==> config.mk <==
export PLATFORM = sky130hd
export DESIGN_NAME = switch_word_loader
export DESIGN_NICKNAME = d
export VERILOG_FILES = /design/src/rtl/switch_word_loader_pkg.sv /design/src/rtl/switch_word_loader_btn_debounce.sv /design/src/rtl/switch_word_loader.sv
export SDC_FILE = /design/constraint.sdc
export NUM_CORES = 1
export LEC_CHECK = 0
export BUFFER_PORTS_ARGS = -buffer_cell sky130_fd_sc_hd__buf_2
export CAP_MARGIN = 25
export CORE_MARGIN = 2
export CORE_UTILIZATION = 35
export DETAILED_ROUTE_END_ITERATION = 16
export MAX_ROUTING_LAYER = met4
export PLACE_DENSITY = 0.64
export SETUP_SLACK_MARGIN = 0.3
export SYNTH_ARGS = -nofsm -noshare
export SYNTH_HDL_FRONTEND = slang
export SYNTH_SLANG_ARGS = --single-unit
==> constraint.sdc <==
create_clock -name clk -period 1.7 [get_ports clk]
set_clock_uncertainty 0.1 [all_clocks]
set_input_delay 0.34 -clock clk [delete_from_list [all_inputs] [get_ports clk]]
set_output_delay 0.34 -clock clk [all_outputs]
set_load 0.01 [all_outputs]
==> src/rtl/switch_word_loader_pkg.sv <==
// Shared types and constants for the switch word loader: FSM encoding,
// lane geometry and a lane-insert helper.
package switch_word_loader_pkg;

    localparam int LANE_W   = 8;
    localparam int LANE_CNT = 4;
    localparam int IDX_W    = $clog2(LANE_CNT);
    localparam int WORD_W   = LANE_W * LANE_CNT;

    typedef enum logic {
        ST_COLLECT = 1'b0,
        ST_HOLD    = 1'b1
    } state_t;

    function automatic logic [WORD_W-1:0] lane_insert(
        input logic [WORD_W-1:0] word,
        input logic [IDX_W-1:0]  idx,
        input logic [LANE_W-1:0] lane
    );
        logic [WORD_W-1:0] r;
        r = word;
        r[LANE_W*idx +: LANE_W] = lane;
        return r;
    endfunction

endpackage

==> src/rtl/switch_word_loader_btn_debounce.sv <==
// Push-button conditioner: 2-FF synchronizer, stability counter and a
// one-cycle press pulse on an accepted rising level.
module btn_debounce #(
    parameter int DEBOUNCE_CYCLES = 20000
) (
    input  logic clk,
    input  logic rst,
    input  logic btn_raw,
    output logic level,
    output logic press
);

    localparam int CNT_W = (DEBOUNCE_CYCLES > 1) ? $clog2(DEBOUNCE_CYCLES) : 1;
    localparam logic [CNT_W-1:0] CNT_LAST = CNT_W'(DEBOUNCE_CYCLES - 1);

    logic             sync1_q;
    logic             sync2_q;
    logic             level_q;
    logic             press_q;
    logic             armed_q;
    logic [1:0]       fill_q;
    logic [CNT_W-1:0] cnt_q;
    logic             differ;
    logic             accept;

    assign differ = (sync2_q != level_q);
    assign accept = differ && (cnt_q == CNT_LAST);

    always_ff @(posedge clk) begin
        if (rst) begin
            sync1_q <= 1'b0;
            sync2_q <= 1'b0;
            level_q <= 1'b0;
            press_q <= 1'b0;
            armed_q <= 1'b0;
            fill_q  <= '0;
            cnt_q   <= '0;
        end else begin
            sync1_q <= btn_raw;
            sync2_q <= sync1_q;
            fill_q  <= {fill_q[0], 1'b1};

            if (!differ || accept) begin
                cnt_q <= '0;
            end else begin
                cnt_q <= cnt_q + 1'b1;
            end

            if (accept) begin
                level_q <= sync2_q;
            end

            // A button held through reset must be seen released before it may
            // produce a press; fill_q waits until the synchronizer carries real data.
            if (fill_q[1] && !sync2_q && !level_q) begin
                armed_q <= 1'b1;
            end

            press_q <= accept && sync2_q && armed_q;
        end
    end

    assign level = level_q;
    assign press = press_q;

endmodule

==> src/rtl/switch_word_loader.sv <==
// Assembles a 32-bit word from four debounced switch-byte loads and holds it
// for a valid/ready consumer; a clear button discards everything.
module switch_word_loader
    import switch_word_loader_pkg::*;
#(
    parameter int DEBOUNCE_CYCLES = 20000
) (
    input  logic              clk,
    input  logic              rst,
    input  logic [LANE_W-1:0] sw,
    input  logic              btn_load,
    input  logic              btn_clr,
    input  logic              dout_ready,
    output logic [WORD_W-1:0] dout,
    output logic              dout_valid,
    output logic [IDX_W-1:0]  byte_idx,
    output logic              busy
);

    logic              load_level;
    logic              load_press;
    logic              clr_level;
    logic              clr_press;
    logic              load_evt;
    logic              clr_evt;

    state_t            state_q;
    logic [WORD_W-1:0] dout_q;
    logic [IDX_W-1:0]  idx_q;
    logic              valid_q;

    btn_debounce #(.DEBOUNCE_CYCLES(DEBOUNCE_CYCLES)) u_load_db (
        .clk     (clk),
        .rst     (rst),
        .btn_raw (btn_load),
        .level   (load_level),
        .press   (load_press)
    );

    btn_debounce #(.DEBOUNCE_CYCLES(DEBOUNCE_CYCLES)) u_clr_db (
        .clk     (clk),
        .rst     (rst),
        .btn_raw (btn_clr),
        .level   (clr_level),
        .press   (clr_press)
    );

    // The press pulse coincides with the debounced level going high.
    assign load_evt = load_press && load_level;
    assign clr_evt  = clr_press && clr_level;

    always_ff @(posedge clk) begin
        if (rst) begin
            state_q <= ST_COLLECT;
            dout_q  <= '0;
            idx_q   <= '0;
            valid_q <= 1'b0;
        end else if (clr_evt) begin
            state_q <= ST_COLLECT;
            dout_q  <= '0;
            idx_q   <= '0;
            valid_q <= 1'b0;
        end else begin
            case (state_q)
                ST_COLLECT: begin
                    if (load_evt) begin
                        dout_q <= lane_insert(dout_q, idx_q, sw);
                        idx_q  <= idx_q + 1'b1;
                        if (idx_q == IDX_W'(LANE_CNT - 1)) begin
                            state_q <= ST_HOLD;
                            valid_q <= 1'b1;
                        end
                    end
                end
                ST_HOLD: begin
                    if (valid_q && dout_ready) begin
                        state_q <= ST_COLLECT;
                        valid_q <= 1'b0;
                    end
                end
                default: begin
                    state_q <= ST_COLLECT;
                    valid_q <= 1'b0;
                end
            endcase
        end
    end

    assign dout       = dout_q;
    assign dout_valid = valid_q;
    assign byte_idx   = idx_q;
    assign busy       = (idx_q != '0) || valid_q;

endmodule

# Yosys cells after proc, flatten, opt, wreduce, memory -nomap -nowiden

Cells that the tools add are included.

$add $sub $neg: 4
Multiply operators: 0
Div/mod/pow operators: 0
$lt $le $gt $ge: 0
Eq/ne operators: 8
Shifts and indexed selects: 2
Mux-type cells: 11
Bitwise logic cells: 1
Reduce and logical (&&, ||, !) cells: 28

Operators by type and width:

| cell                                                  | number |
|---|---|
| negator 5 -> 34 bit                                   | 1 |
| variable shift 8 x 34 -> 32 bit, first input constant | 1 |
| indexed part select 8 x 34 -> 32 bit                  | 1 |
| bitwise mux 32 bit                                    | 1 |
| adder 15 x 1 -> 15 bit, second input constant         | 2 |
| equality test 15 bit, second input constant           | 2 |
| logical AND 1 bit                                     | 13 |
| 2-to-1 mux 1 bit                                      | 8 |
| zero test 1 bit                                       | 6 |
| OR reduction 2 bit                                    | 3 |
| inequality test 2 bit, second input constant          | 2 |
| one-hot mux 1 bit (2 select lines)                    | 2 |
| logical OR 1 bit                                      | 3 |
| AND reduction 3 bit                                   | 1 |
| adder 2 x 1 -> 2 bit, second input constant           | 1 |
| equality test 2 bit, second input constant            | 1 |
| inequality test 1 bit                                 | 2 |
| inequality test 2 x 1 -> 1 bit, second input constant | 1 |
| AND reduction 2 bit                                   | 1 |
| nonzero test 2 bit                                    | 1 |
| inverter 1 bit                                        | 1 |

Register bits: 80
Bits in latches: 0
Bits in writable memories: 0
Bits in read-only memories: 0
Bits of input ports: 13
Output and inout port bits: 36
Word-level logic and storage cells: 74
Memories kept: 0

# Longest topological paths before layout

Gate-level depths: netlist of the first run.

Word-level depth: 4
Gate-level depth with buffers: 7
Depth with buffers taken out: 5

# Modules after synthesis

A second synthesis of the first run with hierarchy kept.

Cell total of the unflattened synthesis: 331
Area, all modules: 3,236.9 um^2

By module, submodules not included:

| module             | instances | cells each | area an instance (um^2) | sequential area each (um^2) |
|---|---|---|---|---|
| btn_debounce       | 2         | 95         | 898.4                   | 440.4 |
| switch_word_loader | 1         | 141        | 1,440.1                 | 720.7 |

# Least setup slack after synthesis of the first run

No wires, ideal clock.

Kind: reg2reg
Start point: register idx_q[0] (netlist: byte_idx[0])
End point: register dout_q[4] (netlist: dout[4])
Library setup time: 70 ps
Arrival: 1,585 ps
Data required time: 1,530 ps
Path slack: -56 ps
Stages on the path, launching flop included: 6
Path buffers: 0
Clock period less this slack: 1,756 ps
Path through: dfxtp_1 > inv_2 > ha_1 > nor3b_2 > nand3_1 > a21oi_1

Cells in the longest elaborated chain, start to end: 3
Elaborated cells between the ends (all ways): 4
Those cells by class: add/sub: 1; shift: 2; mux: 1

Ends and longest elaborated chain:

| element                                                                                 | line                         | source |
|---|---|---|
| start, declared                                                                         | switch_word_loader.sv:29     | `logic [IDX_W-1:0] idx_q;` |
| start signal, assigned                                                                  | switch_word_loader.sv:68     | `idx_q <= idx_q + 1'b1;` |
| negator 5 -> 34 bit *                                                                   | switch_word_loader_pkg.sv:22 | `r[LANE_W*idx +: LANE_W] = lane;` |
| indexed part select 8 x 34 -> 32 bit or variable shift 8 x 34 -> 32 bit (tied branches) | switch_word_loader_pkg.sv:22 |  |
| bitwise mux 32 bit *                                                                    | switch_word_loader_pkg.sv:22 |  |
| end signal, assigned                                                                    | switch_word_loader.sv:67     | `dout_q <= lane_insert(dout_q, idx_q, sw);` |
| end, declared                                                                           | switch_word_loader.sv:28     | `logic [WORD_W-1:0] dout_q;` |

Mark *: on every way between the ends. The rest lies on a longest branch, timed or not.
A chain may end at the register's enable or synchronous reset.

# Worst setup path after layout of the first run

Start point: register idx_q[0] (netlist: byte_idx[0])
End point: output busy

Cells in the longest elaborated chain, start to end: 2

Ends and longest elaborated chain:

| element            | line                     | source |
|---|---|---|
| nonzero test 2 bit | switch_word_loader.sv:92 | `assign busy = (idx_q != '0) \|\| valid_q;` |
| logical OR 1 bit   | switch_word_loader.sv:92 |  |
| end, declared      | switch_word_loader.sv:17 | `output logic busy` |

Every way passes these cells.

==> results.txt, run 1 <==
The net count of the mapped netlist is approximately 380. The tree is rooted in a sky130_fd_sc_hd__clkbuf_8. The count of nets left with antenna violations after detail routing came out at 0. The worst register-to-register path ends at u_clr_db.cnt_q[11]$_SDFF_PP0_. The post-synthesis register bit count is between 70 and 80. STA classifies the critical path startpoint as a flop.

The async set-or-reset flop fraction in the synthesized netlist is 0%. The post-place setup slack is 81.2 ps. TritonCTS built the clock tree.

The share of cell area taken by muxes after synthesis is 0.622%. After legalization and detailed placement, the total HPWL measured 4950 um. The completed layout was analyzed and its total power is 3.60 mW. The startpoint identified for the worst hold timing path is btn_clr. The worst hold path passes through 2 cells.

Each instance of the synthesized netlist takes up on average 8.99 um^2. The reported leakage power came out at 1.73 nW. The final critical-path share of the clock period came out at 92.1%. The arrival time reported for the critical path endpoint came out at 1130 ps. The final layout contains routed wiring with a total length of 8570 um. The simple logic cell fraction of the synthesized area came out at around a third.

The distinct cell type count after synthesis is 34. The ratio of routed vias to standard cells came out at between 5 and 6. The cell count after synthesis is about 360.

The number of cells on the worst reg-to-reg path is 5. The capturing element type of the critical path is an output port. The endpoint of the worst hold-timing path is u_clr_db.sync1_q$_SDFF_PP0_. In the routed design, unresolved DRC markers number 0. VDD sags by at most 484 uV.

For this run, the detailed router's first-pass iteration total came to 4. The placed standard-cell area came out at between 3000 and 4000 um^2. The first global-routing pass estimated 12700 um of wire. In the final layout, the share of cells above drive strength 1 is 48.4%. Setup repair after global routing could not meet its margin everywhere. The total power divided by cell area came out at 767 nW/um^2. In the final design database the tool counted 470 nets. The row count is 34. The number of clock buffers inserted by TritonCTS is 9. The final number of hold-violating endpoints came out at 0.

The primary flip-flop cell chosen by synthesis mapping is sky130_fd_sc_hd__dfxtp_1. The placed instance count is 506. In this run the critical register-to-register path is launched from u_clr_db.cnt_q[2]$_SDFF_PP0_. The reported max-cap violation count came out at 0. The H-tree level count came out at 3.

The number of inserted diodes is 0. Across all register-to-register paths, the minimum setup slack is around 160 ps. The flow ran to the end, and the final reports show no timing, DRC or antenna violations. The xor-xnor portion of the synthesized cell area came out at 7.90%. Summed over all failing endpoints, the final setup total negative slack is 0 ps. Once the floorplan was initialized, standard cells occupied a little over a third of the core. The headroom to the max-slew limit is 67.1%. The share of the core filled with cells is 53.4%. The count of hold buffers inserted by post-cts repair is 0. The number of port buffers is 48. The min-delay analysis places its worst path in the category in2reg. After synthesis, flip-flops and latches occupy 48.5% of the total area. The die covers 9970 um^2. For the worst-skew pair, the clock arrives at the later sink with an insertion delay of 350 ps. The global route total overflow is 0.

The number of flops mapped to enable cells by yosys is 0. The maximum buffer depth of the clock tree is 2. The final number of setup-violating endpoints is 0.

The worst setup slack after layout came out at 133 ps. The worst hold-check slack came out at 93.2 ps. The die is 99.9 um tall. From left edge to right edge, the die measures 99.9 um.

After synthesis, the largest family of logic cells by area is simple AND/OR/NAND/NOR gates. The achievable clock frequency came out at about 640 MHz. The required time at the endpoint of the critical path is roughly 1300 ps. The number of DRC markers in iteration 0 came out at between 100 and 150.

The number of antenna violations at the first check in global routing is 0. The placer congestion estimate is 0.850. Global routing used 16.5% of the available tracks. The clock net in this run drives a total of 78 sinks. The final instance area came out at 4700 um^2. The area overhead of the layout relative to synthesis came out at 46.1%.

The count of synthesis-stage warnings from yosys is 0. The final cell count without fillers came out at ~560. The total count of max-transition violations in the final report came out at 0.

The area fraction in compound gates after synthesis is 5.76%. The via count of the first global-routing pass is 2650. The total via count after detailed routing is 2873. After detailed routing, the average wire length per cell comes to 15.2 um. The clock slew seen by the registers of the worst setup and hold paths is 90 ps.

The maximum number of pins on one net before global-route repair came out at 37. The path type of the worst setup path is reg2out. The area inside the core boundary is 8810 um^2. The count of boundary I/O pins came out at 49. Summing the areas of all fa, ha and maj instances in the mapped netlist gives 2.72% of the synthesized area. Along the worst path, the maximum fanout reaches 3.

The post-synthesis cell area is ~3200 um^2. The slew at the pin closest to its max-slew limit came out at slightly below 500 ps. The post-route minimum period is 1570 ps.
-- per-layer routing --
layer	vias up	global-route usage, %	wire, um
met3	10	3.34	273
met2	65	25.6	4180
li1	1412	-	-
met1	1386	21.3	3960
met5	-	-	0
met4	0	6.43	152
-- synth_stat cells, types with 4 or more instances --
cell type,instances,area (um^2)
sky130_fd_sc_hd__nand2_1,52,195
sky130_fd_sc_hd__nor3_1,4,20.0
sky130_fd_sc_hd__xor2_1,11,96.3
sky130_fd_sc_hd__dfxtp_1,78,1560
sky130_fd_sc_hd__nor2_1,43,161
sky130_fd_sc_hd__xnor2_1,18,158
sky130_fd_sc_hd__ha_1,7,87.6
sky130_fd_sc_hd__nand3_1,39,195
sky130_fd_sc_hd__and2_1,4,25.0
sky130_fd_sc_hd__nor4b_2,4,60.1
sky130_fd_sc_hd__buf_4,5,37.5
sky130_fd_sc_hd__a21oi_1,37,185
sky130_fd_sc_hd__clkbuf_1,4,15.0
sky130_fd_sc_hd__nand4_1,8,50.1
sky130_fd_sc_hd__and4_1,4,35.0
sky130_fd_sc_hd__nor2b_1,5,31.3
sky130_fd_sc_hd__nor4_2,6,75.1
-- registers in the layout, indices dropped and copies added, names as in the netlist, 2 cells and up --
register	cells
dout	32
u_clr_db.cnt_q	15
u_load_db.cnt_q	15
byte_idx	2
u_clr_db.fill_q	2
-- cell usage in the layout, fill, tap and decap left out, drive strengths merged, types with 2 or more instances in the layout --
cell type,n
nor3b,3
mux2i,2
and4,4
a21oi,37
nor2b,5
nor2,43
nand3,40
clkbuf,11
nand4b,3
nand2,56
ha,7
bufinv,2
and3,2
nor4,7
nor4b,4
clkinv,2
xnor2,18
buf,93
and2,5
dfxtp,78
inv,5
nand4,10
nor3,5
xor2,11
-- worst max-delay path, stage by stage, from the launching register on --
cell and delay, ps:
sky130_fd_sc_hd__dfxtp_4 390, sky130_fd_sc_hd__inv_8 50, sky130_fd_sc_hd__ha_4 150, sky130_fd_sc_hd__nand2b_1 60, sky130_fd_sc_hd__buf_2 120
-- power by group --
part / internal, mW / switching (mW) / total (mW) / leakage, nW
combinational: 0.0267 / 0.0650 / 0.0918 / 0.965
clock: 0.967 / 0.712 / 1.68 / 0.125
sequential: 1.83 / 0.00727 / 1.83 / 0.641
total: 2.82 / 0.784 / 3.60 / 1.73
-- what timing repair did --
action	4_1_cts	5_1_grt
cloned	2	0
pin swaps	25	49
hold endpoints to repair	0	0
buffers inserted	24	15
resized for setup	35	96
setup endpoints to repair	66	71
-- worst max-delay path by stage --
stage	slack [ps]	depth (start not counted)	end	from
final	130	4	busy	byte_idx[0]$_SDFFE_PP0P_
after global routing	60	4	busy	byte_idx[0]$_SDFFE_PP0P_
after CTS	140	4	busy	byte_idx[0]$_SDFFE_PP0P_
after detailed placement	80	4	dout[20]$_SDFFE_PP0P_	u_load_db.level$_SDFFE_PP0P_
after global placement	170	4	dout[20]$_SDFFE_PP0P_	u_load_db.level$_SDFFE_PP0P_
after floorplan	230	5	dout[12]$_SDFFE_PP0P_	byte_idx[0]$_SDFFE_PP0P_
-- cells by family after synthesis --
logic type	Yosys count
AO/OA/AOI/OAI	37
XOR/XNOR	29
adder cells (fa/ha/maj)	7
buffers and inverters	18
flip-flops	78
multiplexers	2
AND/OR/NAND/NOR	187
-- cell type report --
class	count	area, um^2
sequential	78	1600
tap	108	135
timing repair buffer	93	632
clock inverter	5	86.3
fill	741	4110
inverter	4	27.5
clock buffer	11	163
multi-input combinational	264	2050
(Power assumes the default switching activity.)
==> inputs of run 2 (changes only) <==
--- a/config.mk
+++ b/config.mk
@@ -5,9 +5,10 @@
 export SDC_FILE = /design/constraint.sdc
 export NUM_CORES = 1
 export LEC_CHECK = 0
+export ABC_AREA = 1
 export BUFFER_PORTS_ARGS = -buffer_cell sky130_fd_sc_hd__buf_2
 export CAP_MARGIN = 25
-export CORE_MARGIN = 2
+export CORE_MARGIN = 5
 export CORE_UTILIZATION = 35
 export DETAILED_ROUTE_END_ITERATION = 16
 export MAX_ROUTING_LAYER = met4
==> run 2 against run 1 <==
Against the previous run: clock power shrank 11%; core utilization shrank 3.0 points; critical path type unchanged; die area grew 15%; synthesized area grew 2.9%; non-clock buffer count shrank 14; register-to-register slack gained 70 ps; highest routed layer unchanged; sequential share of layout area grew 0.24 points.
==> results.txt, run 2 <==
The required time at the endpoint of the critical path was 1260 ps (about the same). The count of nets left with antenna violations after detail routing is 0 (unchanged). The area inside the core boundary came to 9240 um^2 (was 8810 um^2). The global-route usage over all layers came out at 14.2% (was 16.5%). The type of origin of the critical path is a flop (unchanged). The worst hold-check slack is 107 ps (was 93.2 ps). The number of clock buffers inserted by TritonCTS came out at 9 (unchanged).

The headroom to the max-slew limit came to 73.4% (was 67.1%). The post-synthesis sequential area ratio is 47.2% (was 48.5%). The mean instance size in the synthesized netlist came out at 7.68 um^2 (was 8.99 um^2).

The clock latency at the later pin of the worst-skew pair came to 350 ps (about the same). The count of TritonRoute iterations in the first routing pass came out at 4 (unchanged). The total met2 wirelength after detailed routing came out at 4070 um (was 4180 um).

The overall die height came out at 107 um (was 99.9 um). The number of inserted diodes was 0 (unchanged). The wire length of the first global-routing pass came out at 12900 um (was 12700 um). The beginning of the worst hold path was btn_load (was btn_clr).

The overall die area is 11500 um^2 (was 9970 um^2). The initial cell density of the core came to 35.8% (was 36.5%). The cell internal power dissipation is 2.70 mW (was 2.82 mW). The final critical-path share of the clock period came out at 89.9% (was 92.1%).

The share of cell area taken by muxes after synthesis came to 0% (was 0.622%). The number of flops mapped to enable cells by yosys is 0 (unchanged). The achievable clock frequency is 654 MHz (was 638 MHz). The row count came to 35 (was 34). The clock sink count is 78 (unchanged). The sum of met3 wire segment lengths after detailed routing was 407 um (was 273 um).

The count of boundary I/O pins came out at 49 (unchanged). The net count of the finished layout is 532 (was 470). The clock slew seen by the registers of the worst setup and hold paths came to 70 ps (was 90 ps). The die span in x came out at 107 um (was 99.9 um). The ratio of routed vias to standard cells came out at 4.87 (was 5.10).

The final sum of negative setup slack came out at 0 ps (unchanged). The primary flip-flop cell chosen by synthesis mapping is sky130_fd_sc_hd__dfxtp_1 (unchanged). The final number of hold-violating endpoints is 0 (unchanged). The area fraction in compound gates after synthesis is 11.5% (was 5.76%). The number of antenna violations at the first check in global routing came out at 0 (unchanged). The count of synthesis-stage warnings from yosys came to 0 (unchanged). The cell count after synthesis came out at 431 (was 358). The portion of total power attributed to sequential cells was 53.6% (was 50.9%). The simple logic cell fraction of the synthesized area is 29.1% (was 31.4%). The reported max-cap violation count is 0 (unchanged). The post-synthesis cell area came out at 3310 um^2 (was 3220 um^2). The main combinational cell family by area after synthesis was simple AND/OR/NAND/NOR gates (unchanged). The net count of the mapped netlist is 451 (was 378).

Top library cells by usage in the layout, fill and taps aside: 74 x sky130_fd_sc_hd__nand2_1, 61 x sky130_fd_sc_hd__dfxtp_1, 46 x sky130_fd_sc_hd__buf_2, 45 x sky130_fd_sc_hd__nor2_1, 38 x sky130_fd_sc_hd__inv_1 (was 60 x sky130_fd_sc_hd__dfxtp_1, 48 x sky130_fd_sc_hd__nand2_1, 46 x sky130_fd_sc_hd__buf_2, 35 x sky130_fd_sc_hd__buf_4, 28 x sky130_fd_sc_hd__nand3_1). The area share of the largest cell type after synthesis is 47.2% (was 48.5%). The maximum fanout along the worst path came out at 3 (unchanged). The adder and majority gate portion of the synthesized area is 2.65% (was 2.72%).

The number of flip-flops in the largest register is 32 (unchanged). The top routing layer in use is met4 (unchanged). The post-route minimum period is 1530 ps (was 1570 ps). The startpoint of the worst setup timing path is byte_idx[0]$_SDFFE_PP0P_ (unchanged). Result of the run: complete, no violations (unchanged). The root buffer selected by CTS was sky130_fd_sc_hd__clkbuf_8 (unchanged).

The maximum buffer depth of the clock tree came out at 2 (unchanged). The capturing element type of the critical path is an output port (unchanged). The part of the power in combinational logic came out at 2.7% (was 2.5%). The launching point of the worst reg2reg path is byte_idx[1]$_SDFFE_PP0P_ (was u_clr_db.cnt_q[2]$_SDFF_PP0_). The count of filler cells inserted in the layout was 857 (was 741). The total via count after detailed routing is 3139 (was 2873). RSZ-0062 raised after global routing: true (unchanged).

The half-perimeter wire length after placement is 5530 um (was 4950 um). The arrival time reported for the critical path endpoint came to 1090 ps (was 1130 ps). The placed instance count was 603 (was 506). The TritonCTS clock tree was yes (unchanged).

The most common cell in the synthesized netlist is sky130_fd_sc_hd__nand2_1 (was sky130_fd_sc_hd__dfxtp_1). The post-synthesis register bit count came out at 78 (unchanged). The clock share of power is 43.6% (was 46.6%).

The async set-or-reset flop fraction in the synthesized netlist is 0% (unchanged). The largest voltage drop on the vdd net came to 360 uV (was 484 uV). The via count of the first global-routing pass was 2812 (was 2650). The minimum setup slack among reg-to-reg paths is 230 ps (was 160 ps). The global route total overflow is 0 (unchanged). The commonest non-fill, non-tap cell in the layout was sky130_fd_sc_hd__nand2_1 (was sky130_fd_sc_hd__dfxtp_1). The maximum number of pins on one net before global-route repair came out at 30 (was 37). The final number of setup-violating endpoints is 0 (unchanged).

The H-tree level count is 3 (unchanged). The switching power of the nets came to 0.726 mW (was 0.784 mW). The cell type with the largest total area after synthesis is sky130_fd_sc_hd__dfxtp_1 (unchanged). The count of hold buffers inserted by post-cts repair came to 0 (unchanged). The area overhead of the layout relative to synthesis is 40.7% (was 46.1%). The detailed-route wire length came out at 8400 um (was 8570 um).

The routed length on met1 came out at 3690 um (was 3960 um). The fraction of power spent switching nets is 21.2% (was 21.8%). The share of final-layout standard cells stronger than drive strength 1 came out at 36.8% (was 48.4%). The xor-xnor portion of the synthesized cell area came out at 1.85% (was 7.90%). The slew at the pin closest to its max-slew limit came out at 398 ps (was 493 ps). The DRC violation count after routing is 0 (unchanged). The path type of the worst setup path was reg2out (unchanged). The final routed wire length divided by cell count is 13.0 um (was 15.2 um). The number of DRC markers in iteration 0 is 162 (was 148). The distinct cell type count after synthesis was 34 (unchanged).

The final cell count without fillers is 645 (was 563). The total power divided by cell area was 735 nW/um^2 (was 767 nW/um^2). Most area-consuming cells after synthesis: sky130_fd_sc_hd__dfxtp_1 47%, sky130_fd_sc_hd__nand2_1 9.3%, sky130_fd_sc_hd__nor2_1 6.5% (was sky130_fd_sc_hd__dfxtp_1 49%, sky130_fd_sc_hd__nand3_1 6.1%, sky130_fd_sc_hd__nand2_1 6.1%).

The number of port buffers was 48 (unchanged). The class of the tightest hold or removal check is in2reg (unchanged). The placer congestion estimate is 0.826 (was 0.850). The total count of max-transition violations in the final report is 0 (unchanged). The reported leakage power came out at 1.81 nW (was 1.73 nW). Top post-synthesis cells by count: 82 x sky130_fd_sc_hd__nand2_1, 78 x sky130_fd_sc_hd__dfxtp_1, 57 x sky130_fd_sc_hd__nor2_1, 47 x sky130_fd_sc_hd__inv_1, 41 x sky130_fd_sc_hd__a21oi_1 (was 78 x sky130_fd_sc_hd__dfxtp_1, 52 x sky130_fd_sc_hd__nand2_1, 43 x sky130_fd_sc_hd__nor2_1, 39 x sky130_fd_sc_hd__nand3_1, 37 x sky130_fd_sc_hd__a21oi_1).
[run 2: layout make-up]
type	count	area, um^2	area share (%)
timing repair inverter	1	11.3	0.242
sequential	78	1600	34.3
clock buffer	12	176	3.79
multi-input combinational	294	1910	41.1
clock inverter	3	40.0	0.860
timing repair buffer	79	537	11.5
tap	129	161	3.47
inverter	49	219	4.70
[run 2: cells by family (layout without fill, tap and decap cells)]
family / after synthesis / after routing
buffers and inverters: 61 / 144
XOR/XNOR: 7 / 7
AND/OR/NAND/NOR: 212 / 214
AO/OA/AOI/OAI: 66 / 66
flip-flops: 78 / 78
adder cells (fa/ha/maj): 7 / 7
[run 2: path summary, 6_finish.rpt]
check                                 end  depth (start not counted)
max                                  busy                          4
min reg2reg   u_clr_db.sync2_q$_SDFF_PP0_                          2
max reg2reg         dout[23]$_SDFFE_PP0P_                          8
min          u_load_db.sync1_q$_SDFF_PP0_                          3
[run 2: power groups by stage]
stage	clock network, mW	logic [mW]	registers (mW)
finish	1.49	0.0931	1.83
detailed placement	0	0.0796	1.88
CTS	1.51	0.0860	1.84
global route	1.60	0.103	1.84
floorplan	0	0.0394	1.88
global placement	0	0.0788	1.88
[run 2: timing repair]
item,in CTS,in global routing
endpoints found under the setup margin,64,69
gates cloned,1,2
buffers inserted,11,13
pin swaps,12,34
endpoints found under the hold margin,0,0
gates resized for setup,35,88
[run 2: metal layers]
| layer | global-route usage (%) | up-vias |
|---|---|---|
| li1 | - | 1580 |
| met3 | 2.89 | 21 |
| met5 | - | - |
| met4 | 6.67 | 0 |
| met1 | 16.8 | 1461 |
| met2 | 23.1 | 77 |
[run 2: worst max-delay path: stages, from the launching register on]
cell and delay, ps:
sky130_fd_sc_hd__dfxtp_4 360, sky130_fd_sc_hd__inv_6 70, sky130_fd_sc_hd__ha_4 150, sky130_fd_sc_hd__nand2_2 50, sky130_fd_sc_hd__buf_6 110
[run 2: per-stage QoR]
step	util (%)	instance area, um^2	power [mW]	worst slack (ps)
floorplan	-	3390	1.92	250
global placement	40.9	3780	1.96	178
detailed placement	40.9	3780	1.96	153
CTS	45.6	4220	3.44	179
global route	50.4	4660	3.54	127
finish	50.4	4660	3.42	172
==> inputs of run 3 (changes only) <==
--- a/config.mk
+++ b/config.mk
@@ -10,9 +10,10 @@
 export CAP_MARGIN = 25
 export CORE_MARGIN = 5
 export CORE_UTILIZATION = 35
+export CTS_BUF_LIST = sky130_fd_sc_hd__clkbuf_8
 export DETAILED_ROUTE_END_ITERATION = 16
 export MAX_ROUTING_LAYER = met4
-export PLACE_DENSITY = 0.64
+export PLACE_DENSITY_LB_ADDON = 0.08
 export SETUP_SLACK_MARGIN = 0.3
 export SYNTH_ARGS = -nofsm -noshare
 export SYNTH_HDL_FRONTEND = slang
==> run 3 against run 2 <==
Against the previous run: cell area down 3.5%; combinational power down 7.3%; non-clock buffer count down 5; global-route usage up 0.44 points; die area unchanged; maximum frequency about the same; register-to-register slack better by 20 ps; sequential share of layout area up 1.2 points; worst hold slack worse by 16 ps; clock-buffer cell count down 2; sequential power about the same; critical path type unchanged; largest cell class unchanged.
==> results.txt, run 3 (synthesized netlist as in run 2, its figures left out) <==
The half-perimeter wire length after placement came to 5510 um (was 5530 um). The final routed wire length divided by cell count was 12.6 um (was 13.0 um). The total via count after detailed routing came out at 3016 (was 3139). The final number of hold-violating endpoints is 0 (unchanged). The startpoint of the worst setup timing path is byte_idx[1]$_SDFFE_PP0P_ (was byte_idx[0]$_SDFFE_PP0P_). The type of origin of the critical path was a flop (unchanged). The count of TritonRoute iterations in the first routing pass came out at 6 (was 4). The global route total overflow came out at 0 (unchanged).

The root buffer selected by CTS is sky130_fd_sc_hd__clkbuf_8 (unchanged). The ratio of routed vias to standard cells came out at 4.71 (was 4.87). The wire length of the first global-routing pass is 13000 um (was 12900 um). The launching point of the worst reg2reg path was byte_idx[0]$_SDFFE_PP0P_ (was byte_idx[1]$_SDFFE_PP0P_).

The class of the tightest hold or removal check is in2reg (unchanged). The endpoint of the most critical setup path is busy (unchanged). The cell with the largest stage delay on the worst path is sky130_fd_sc_hd__dfxtp_4 (unchanged). The number of clock buffers inserted by TritonCTS is 9 (unchanged). Top library cells by usage in the layout, fill and taps aside: 74 x sky130_fd_sc_hd__nand2_1, 59 x sky130_fd_sc_hd__dfxtp_1, 46 x sky130_fd_sc_hd__buf_2, 45 x sky130_fd_sc_hd__nor2_1, 38 x sky130_fd_sc_hd__inv_1 (was 74 x sky130_fd_sc_hd__nand2_1, 61 x sky130_fd_sc_hd__dfxtp_1, 46 x sky130_fd_sc_hd__buf_2, 45 x sky130_fd_sc_hd__nor2_1, 38 x sky130_fd_sc_hd__inv_1). The maximum number of pins on one net before global-route repair came out at 30 (unchanged).

The count of hold buffers inserted by post-cts repair is 0 (unchanged). The post-place setup slack was 164 ps (was 153 ps). The overall die height came out at 107 um (unchanged).

Critical Path, Cell by Cell: inv_4 -> ha_4 -> nand2_2 -> buf_6 (was inv_6 -> ha_4 -> nand2_2 -> buf_6). The slew at the pin closest to its max-slew limit is 333 ps (was 398 ps). The placer congestion estimate is 0.805 (was 0.826). The DRC violation count after routing came out at 0 (unchanged). The worst setup slack after layout was 171 ps (was 172 ps). The delay of the slowest cell on the worst path is 360 ps (about the same).

The detailed-route wire length is 8080 um (was 8400 um). The row count came out at 35 (unchanged). The final critical-path share of the clock period is 89.9% (about the same). The share of final-layout standard cells stronger than drive strength 1 is 34.8% (was 36.8%).

The final number of setup-violating endpoints was 0 (unchanged). The net count of the finished layout came out at 526 (was 532). The achievable clock frequency came out at 654 MHz (about the same). The clock sink count is 78 (unchanged). The path type of the worst setup path is reg2out (unchanged). The TritonCTS clock tree is yes (unchanged).

The number of inserted diodes came out at 0 (unchanged). The clock slew seen by the registers of the worst setup and hold paths is 80 ps (was 70 ps). The H-tree level count came to 3 (unchanged). Result of the run: complete, no violations (unchanged). The worst hold-check slack came out at 90.3 ps (was 107 ps). The global-route usage over all layers came out at 14.6% (was 14.2%). The overall die area is 11500 um^2 (unchanged). The arrival time reported for the critical path endpoint was 1090 ps (about the same). The headroom to the max-slew limit came to 77.8% (was 73.4%).

The reported leakage power is 1.80 nW (was 1.81 nW). The die span in x is 107 um (unchanged). The total power divided by cell area came out at 742 nW/um^2 (was 735 nW/um^2).

The post-route minimum period is 1530 ps (about the same). The number of buffer and inverter instances along the worst setup path is 2 (unchanged). The depth of the worst hold-timing path is 3 (unchanged). RSZ-0062 raised after global routing: true (unchanged). The required time at the endpoint of the critical path is 1260 ps (about the same). The largest voltage drop on the vdd net came to 388 uV (was 360 uV).

The largest delay contributor family on the critical path was flip-flops (unchanged). The reported max-cap violation count came out at 0 (unchanged). The worst reg2reg path endpoint is dout[23]$_SDFFE_PP0P_ (unchanged).

The number of flip-flops in the largest register is 32 (unchanged). The total number of cells along the worst setup path is 4 (unchanged). The total count of max-transition violations in the final report was 0 (unchanged). The final sum of negative setup slack came out at 0 ps (unchanged).

The number of DRC markers in iteration 0 came out at 110 (was 162). The cell depth of the worst flop-to-flop path came out at 8 (unchanged). The via count of the first global-routing pass came to 2763 (was 2812).

The area inside the core boundary is 9240 um^2 (unchanged). The area overhead of the layout relative to synthesis is 35.8% (was 40.7%). The number of port buffers is 48 (unchanged). The number of antenna violations at the first check in global routing is 0 (unchanged). The capturing element type of the critical path is an output port (unchanged). The count of nets left with antenna violations after detail routing came out at 0 (unchanged). The initial cell density of the core is 35.8% (unchanged).

The commonest non-fill, non-tap cell in the layout is sky130_fd_sc_hd__nand2_1 (unchanged). The maximum buffer depth of the clock tree came out at 2 (unchanged). The maximum fanout along the worst path was 3 (unchanged). The count of boundary I/O pins came to 49 (unchanged). The minimum setup slack among reg-to-reg paths came to 250 ps (was 230 ps).

The clock latency at the later pin of the worst-skew pair is 350 ps (about the same). The share of the core filled with cells is 48.6% (was 50.4%).
==> run 3: worst min path at each step <==
stage	endpoint	slack, ps	startpoint
3_3_place_gp	u_clr_db.fill_q[1]$_SDFF_PP0_	290	u_clr_db.fill_q[0]$_DFF_P_
6_report	u_clr_db.sync1_q$_SDFF_PP0_	90	btn_clr
5_1_grt	u_load_db.sync1_q$_SDFF_PP0_	80	btn_load
4_1_cts	u_clr_db.sync1_q$_SDFF_PP0_	70	btn_clr
2_1_floorplan	u_clr_db.fill_q[1]$_SDFF_PP0_	290	u_clr_db.fill_q[0]$_DFF_P_
3_5_place_dp	u_clr_db.sync2_q$_SDFF_PP0_	290	u_clr_db.sync1_q$_SDFF_PP0_
==> run 3: cell type report <==
cell class	count	area (um^2)
Inverter	49	219
Multi-Input combinational cell	294	1840
Tap cell	129	161
Clock buffer	10	138
Sequential cell	78	1600
Clock inverter	6	61.3
Timing Repair Buffer	74	475
Fill cell	939	4750
==> run 3: worst reg2reg max path: stages, from the launching register on <==
cell and delay [ps]:
sky130_fd_sc_hd__dfxtp_4 380, sky130_fd_sc_hd__inv_6 40, sky130_fd_sc_hd__ha_4 160, sky130_fd_sc_hd__buf_4 160, sky130_fd_sc_hd__inv_4 70, sky130_fd_sc_hd__nand2_4 60, sky130_fd_sc_hd__nor2_4 180, sky130_fd_sc_hd__nand4_1 120
sky130_fd_sc_hd__a21oi_1 130
==> run 3: per-layer routing <==
layer / up-vias / part of all wire [%] / wire (um) / GRT usage [%]
li1: 1572 / - / - / -
met1: 1376 / 45 / 3620 / 17.4
met2: 53 / 50 / 4030 / 24.5
met3: 15 / 4.0 / 319 / 3.43
met4: 0 / 1.3 / 105 / 4.47
met5: - / 0 / 0 / -
==> run 3: power breakdown <==
part	internal (mW)	switching [mW]
sequential	1.83	0.00681
combinational	0.0270	0.0593
clock	0.713	0.697
==> run 3: what timing repair did <==
action / in CTS / in global routing
pin swaps: 9 / 21
hold endpoints to repair: 0 / 0
buffers inserted: 8 / 8
resized for setup: 36 / 66
setup endpoints to repair: 62 / 68
cloned: 1 / 1
==> run 3: per-stage QoR <==
stage          instance area [um^2]  power, mW  cells
4_1_cts                        4180       3.39    631
5_1_grt                        4490       3.46    640
3_3_place_gp                   3790       1.96    606
2_1_floorplan                  3390       1.92    431
6_report                       4490       3.33    640
3_5_place_dp                   3790       1.96    606
